--- src/rtl/change_evt_pkg.sv ---
// rtl/change_evt_pkg.sv - shared widths and helpers for the change event FIFO
package change_evt_pkg;

    localparam int DEF_WIDTH      = 32;
    localparam int DEF_DEPTH      = 8;
    localparam int DEF_TS_WIDTH   = 16;
    localparam int DEF_DROP_WIDTH = 8;

    // Occupancy needs one more bit than the pointers so that DEPTH itself fits.
    function automatic int clog2_cnt(input int depth);
        return $clog2(depth) + 1;
    endfunction

    // All-ones value of a saturating counter of the given width (width < 64).
    function automatic logic [63:0] drop_sat_max(input int width);
        return (64'(1) << width) - 64'(1);
    endfunction

endpackage

--- src/rtl/sync_fifo.sv ---
// rtl/sync_fifo.sv - generic synchronous show-ahead FIFO
//   clk, rst          : clock, synchronous active-high reset
//   push, wdata       : write strobe and data (ignored when full unless popping)
//   pop               : read strobe (ignored when empty)
//   rdata             : head entry, valid whenever !empty
//   count, full, empty: occupancy status
module sync_fifo
    import change_evt_pkg::*;
#(
    parameter int DATA_W = 32,
    parameter int DEPTH  = 8
) (
    input  logic                          clk,
    input  logic                          rst,
    input  logic                          push,
    input  logic [DATA_W-1:0]             wdata,
    input  logic                          pop,
    output logic [DATA_W-1:0]             rdata,
    output logic [clog2_cnt(DEPTH)-1:0]   count,
    output logic                          full,
    output logic                          empty
);

    localparam int AW = $clog2(DEPTH);
    localparam int CW = clog2_cnt(DEPTH);

    logic [DATA_W-1:0] mem [DEPTH];
    logic [AW-1:0]     wr_ptr;
    logic [AW-1:0]     rd_ptr;
    logic              do_push;
    logic              do_pop;

    assign empty   = (count == '0);
    assign full    = (count == CW'(DEPTH));
    assign do_pop  = pop && !empty;
    // A pop frees the head slot in the same cycle, so a full FIFO can still accept.
    assign do_push = push && (!full || do_pop);
    assign rdata   = mem[rd_ptr];

    always_ff @(posedge clk) begin
        if (do_push) begin
            mem[wr_ptr] <= wdata;
        end
    end

    always_ff @(posedge clk) begin
        if (rst) begin
            wr_ptr <= '0;
            rd_ptr <= '0;
            count  <= '0;
        end else begin
            if (do_push) begin
                wr_ptr <= wr_ptr + 1'b1;
            end
            if (do_pop) begin
                rd_ptr <= rd_ptr + 1'b1;
            end
            case ({do_push, do_pop})
                2'b10:   count <= count + 1'b1;
                2'b01:   count <= count - 1'b1;
                default: count <= count;
            endcase
        end
    end

endmodule

--- src/rtl/change_event_fifo.sv ---
// rtl/change_event_fifo.sv - captures sig on each change pulse into a show-ahead event FIFO
//   Optional macro CHANGE_EVT_TIMESTAMP_EN: stores a free-running timestamp with each entry.
//   clk, rst                  : clock, synchronous active-high reset
//   pulse, sig                : change strobe and value to capture
//   evt_valid/evt_ready       : head entry handshake
//   evt_value, evt_ts         : head entry value and timestamp ('0 without the macro)
//   evt_count, full           : occupancy status
//   overflow, drop_cnt        : sticky drop flag and saturating drop counter
//   clr_overflow              : clears overflow and drop_cnt
module change_event_fifo
    import change_evt_pkg::*;
#(
    parameter int WIDTH      = DEF_WIDTH,
    parameter int DEPTH      = DEF_DEPTH,
    parameter int TS_WIDTH   = DEF_TS_WIDTH,
    parameter int DROP_WIDTH = DEF_DROP_WIDTH
) (
    input  logic                          clk,
    input  logic                          rst,
    input  logic                          pulse,
    input  logic [WIDTH-1:0]              sig,
    output logic                          evt_valid,
    input  logic                          evt_ready,
    output logic [WIDTH-1:0]              evt_value,
    output logic [TS_WIDTH-1:0]           evt_ts,
    output logic [clog2_cnt(DEPTH)-1:0]   evt_count,
    output logic                          full,
    output logic                          overflow,
    output logic [DROP_WIDTH-1:0]         drop_cnt,
    input  logic                          clr_overflow
);

    localparam logic [DROP_WIDTH-1:0] DROP_MAX = DROP_WIDTH'(drop_sat_max(DROP_WIDTH));

`ifdef CHANGE_EVT_TIMESTAMP_EN
    localparam int ENTRY_W = WIDTH + TS_WIDTH;
`else
    localparam int ENTRY_W = WIDTH;
`endif

    logic               empty;
    logic               pop;
    logic               drop;
    logic [ENTRY_W-1:0] wr_entry;
    logic [ENTRY_W-1:0] rd_entry;

    assign evt_valid = !empty;
    assign pop       = evt_valid && evt_ready;
    assign drop      = pulse && full && !pop;

`ifdef CHANGE_EVT_TIMESTAMP_EN
    logic [TS_WIDTH-1:0] ts;

    always_ff @(posedge clk) begin
        if (rst) begin
            ts <= '0;
        end else begin
            ts <= ts + 1'b1;
        end
    end

    assign wr_entry  = {sig, ts};
    assign evt_value = rd_entry[ENTRY_W-1 -: WIDTH];
    assign evt_ts    = rd_entry[TS_WIDTH-1:0];
`else
    assign wr_entry  = sig;
    assign evt_value = rd_entry;
    assign evt_ts    = '0;
`endif

    // The FIFO applies the full/pop acceptance rule itself; a refused push is a drop.
    sync_fifo #(
        .DATA_W (ENTRY_W),
        .DEPTH  (DEPTH)
    ) u_fifo (
        .clk   (clk),
        .rst   (rst),
        .push  (pulse),
        .wdata (wr_entry),
        .pop   (pop),
        .rdata (rd_entry),
        .count (evt_count),
        .full  (full),
        .empty (empty)
    );

    // A clear in the same cycle as a drop wipes history first, then counts the new drop.
    always_ff @(posedge clk) begin
        if (rst) begin
            overflow <= 1'b0;
            drop_cnt <= '0;
        end else if (clr_overflow) begin
            overflow <= drop;
            drop_cnt <= drop ? DROP_WIDTH'(1) : '0;
        end else if (drop) begin
            overflow <= 1'b1;
            if (drop_cnt != DROP_MAX) begin
                drop_cnt <= drop_cnt + 1'b1;
            end
        end
    end

endmodule

--- config.mk ---
export PLATFORM = sky130hd
export DESIGN_NAME = change_event_fifo
export DESIGN_NICKNAME = d
export VERILOG_FILES = /design/src/rtl/change_evt_pkg.sv /design/src/rtl/sync_fifo.sv /design/src/rtl/change_event_fifo.sv
export SDC_FILE = /design/constraint.sdc
export NUM_CORES = 1
export LEC_CHECK = 0
export BUFFER_PORTS_ARGS = -buffer_cell sky130_fd_sc_hd__buf_2
export CORE_MARGIN = 4
export CORE_UTILIZATION = 57
export DETAILED_ROUTE_END_ITERATION = 16
export GPL_TIMING_DRIVEN = 0
export PLACE_DENSITY_LB_ADDON = 0.15
export REMOVE_ABC_BUFFERS = 1
export SETUP_SLACK_MARGIN = 0.02
export SYNTH_ARGS = -nofsm -noshare
export SYNTH_HDL_FRONTEND = slang
export SYNTH_SLANG_ARGS = --single-unit
--- constraint.sdc ---
create_clock -name clk -period 5.7 [get_ports clk]
set_input_delay 1.14 -clock clk [delete_from_list [all_inputs] [get_ports clk]]
set_output_delay 1.14 -clock clk [all_outputs]
set_load 0.02 [all_outputs]
==> flow_summary.json <==
{
  "critical_path.max_fanout": 33,
  "fin_nets": 660,
  "htreeDepth": 1,
  "ys_warn_count": 0,
  "grt_pass1_wl_mm": 30.9,
  "tightest_slew_ns": 1.01,
  "synth_ff_type": "edfxtp_1",
  "ys_top_cells_by_area": "edfxtp_1 71%, mux4_2 13%, dfxtp_1 4.1%",
  "yosys.area.top_type_share_pct": 71.2,
  "setup_viol": 0,
  "hold_class": "flip-flop to flip-flop",
  "drc": 0,
  "utilization_pct": 67.6,
  "numCtsBuffers": 27,
  "clock_sinks": 278,
  "start_util_pct": 57.9,
  "synth_most_common_cell": "edfxtp_1",
  "die_x_um": 146,
  "crit_required_ns": 4.56,
  "ir_worst_vdd_v": 0.000298,
  "yosys.area.top_type": "edfxtp_1",
  "relSlewSlack_pct": 32.2,
  "grt_usage_pct": 18.8,
  "cts.hold.buffers_added": 0,
  "power_density_mw_per_mm2": 404,
  "cts.repair.resized": 0,
  "cts_tree": "yes",
  "area_growth_pct": 16.8,
  "avgSynthCellArea_um2": 21.2,
  "grt_setup_unrepaired": "false",
  "viasPerCell": 5.87,
  "port_buffers": 83,
  "clock.fmax_ghz": 0.263,
  "end_kind": "primary output",
  "period_needed_ns": 3.80,
  "io_pins": 100,
  "dr.pass1.iters": 4,
  "finalWeightedCongestion": 0.824,
  "final_max_slew_viol_count": 0,
  "fin_crit_sh_pct": 66.6,
  "antenna_found_initial": 0,
  "postCtsSetupBuffers": 0,
  "vias": 5124,
  "fin_setup_tns_ns": 0,
  "die_h_um": 146,
  "gr-total-overflow": 0,
  "cap_viol_max_count": 0,
  "grt_max_degree": 61,
  "post-dp-hpwl_mm": 11.9,
  "total_power_mw": 5.09,
  "synth.distinct_cells": 43,
  "status": "finished, final reports clean",
  "wl_per_cell_um": 22.6,
  "syn_area_mm2": 0.0108,
  "p_leak_nw": 4.19,
  "synth_edf_count": 256,
  "clkTransAtPathRegs_ns": 0.06,
  "syn_inst": 510,
  "ys_async_sr_fraction_pct": 0,
  "arrival_ns": 2.66,
  "synth_seq_cells": 278,
  "timing_hold_violations_final": 0,
  "placed_area_mm2": 0.0117,
  "core.rowCount": 50,
  "drive_gt1_share_pct": 40.7,
  "crit_type": "flip-flop to primary output",
  "synth_common_cells": "256 x edfxtp_1, 64 x mux4_2, 33 x mux2_2",
  "ant_nets": 0,
  "finClkSkew_ns": 0.0171,
  "coreArea_mm2": 0.0186,
  "start_kind": "flip-flop",
  "first_iter_violations": 316,
  "fillers": 1225,
  "die_area_mm2": 0.0212,
  "synth_seq_area_share_pct": 75.3,
  "cts.path.max_buffers": 3,
  "clkLatencyLatePin_ns": 0.52,
  "cts_root_buf": "clkbuf_16",
  "grt_pass1_vias": 5468,
  "routed_wirelength_mm": 19.8,
  "final_cell_area_mm2": 0.0126
}
[kinds of logic after synthesis]
logic type	after synthesis	share of synthesized area [%]
AOI/OAI and AO/OA	25	1.55
buffers and inverters	39	2.00
DFF	278	75.3
adders and majority gates	6	0.695
other	1	0.0347
xor gates and xnor gates	7	0.568
and+or+nand+nor	53	2.70
muxes	101	17.2
[layer usage]
| metal | share of wire [%] | wire (um) | GRT usage, % |
|---|---|---|---|
| met5 | 0 | 0 | 0 |
| met4 | 1.9 | 377 | 4.70 |
| met3 | 5.5 | 1090 | 3.58 |
| met2 | 50 | 9960 | 31.7 |
| met1 | 42 | 8330 | 25.7 |
[final timing paths]
path	cells past startpoint	start	slack [ns]	end
setup reg to reg	9	u_fifo.count[2]$_SDFFE_PP0P_	2.67	u_fifo.count[2]$_SDFFE_PP0P_
setup / recovery	4	flip-flop	1.90	evt_value[1]
hold / removal	2	u_fifo.rd_ptr[1]$_SDFFE_PP0P_	0.50	flip-flop
hold reg to reg	2	u_fifo.rd_ptr[1]$_SDFFE_PP0P_	0.50	flip-flop
[per-stage QoR]
step	hold WS (ns)	setup slack, ns	instances
final	0.496	1.90	873
after global routing	0.521	1.70	871
after CTS	0.497	1.81	871
after detailed placement	0.481	2.13	822
after global placement	0.469	-1.04	806
after floorplan	0.447	0.861	489
[critical path, cell delays in order, from the launching register on]
cell and delay, ns:
dfxtp_4 0.79, buf_16 0.32, mux4_2 0.54, mux2_2 0.29, buf_2 0.16
[power by group]
group	internal, mW	total, mW	switching (mW)
Clock	1.09	1.78	0.692
Sequential	2.31	2.40	0.0888
Combinational	0.457	0.912	0.455
Total	3.85	5.09	1.24
[layout make-up]
class                           count  area (um2)  share of cell area, %
Antenna cell                        2        5.00                 0.0397
Clock buffer                       41         790                   6.26
Clock inverter                      8         116                  0.923
Inverter                            3        12.5                 0.0992
Multi-Input combinational cell    208        2560                   20.3
Sequential cell                   278        8140                   64.5
Tap cell                          234         293                   2.32
Timing Repair Buffer               99         693                   5.50
[sequential cells by signal, indices dropped and copies added (netlist names), named ones only]
name,cells
u_fifo.mem,256
u_fifo.rd_ptr,3
drop_cnt,8
u_fifo.wr_ptr,3
overflow,1
u_fifo.count,4
[cell usage in the layout, fill, tap and decap left out, types with 3 or more instances in the layout]
| master | n |
|---|---|
| nor2_1 | 12 |
| clkbuf_4 | 3 |
| buf_12 | 7 |
| edfxtp_1 | 256 |
| mux4_2 | 64 |
| bufinv_16 | 3 |
| nand3_1 | 6 |
| nand2_1 | 6 |
| clkbuf_8 | 5 |
| conb_1 | 16 |
| clkbuf_16 | 27 |
| o21ai_0 | 5 |
| mux2_2 | 33 |
| buf_2 | 83 |
| dfxtp_1 | 19 |
| nor2_4 | 6 |
| a21oi_1 | 11 |
| clkinv_2 | 4 |
| mux2i_1 | 4 |
| xor2_1 | 7 |
| clkbuf_1 | 6 |
| ha_1 | 6 |
| buf_6 | 6 |
(Power assumes the default switching activity.)
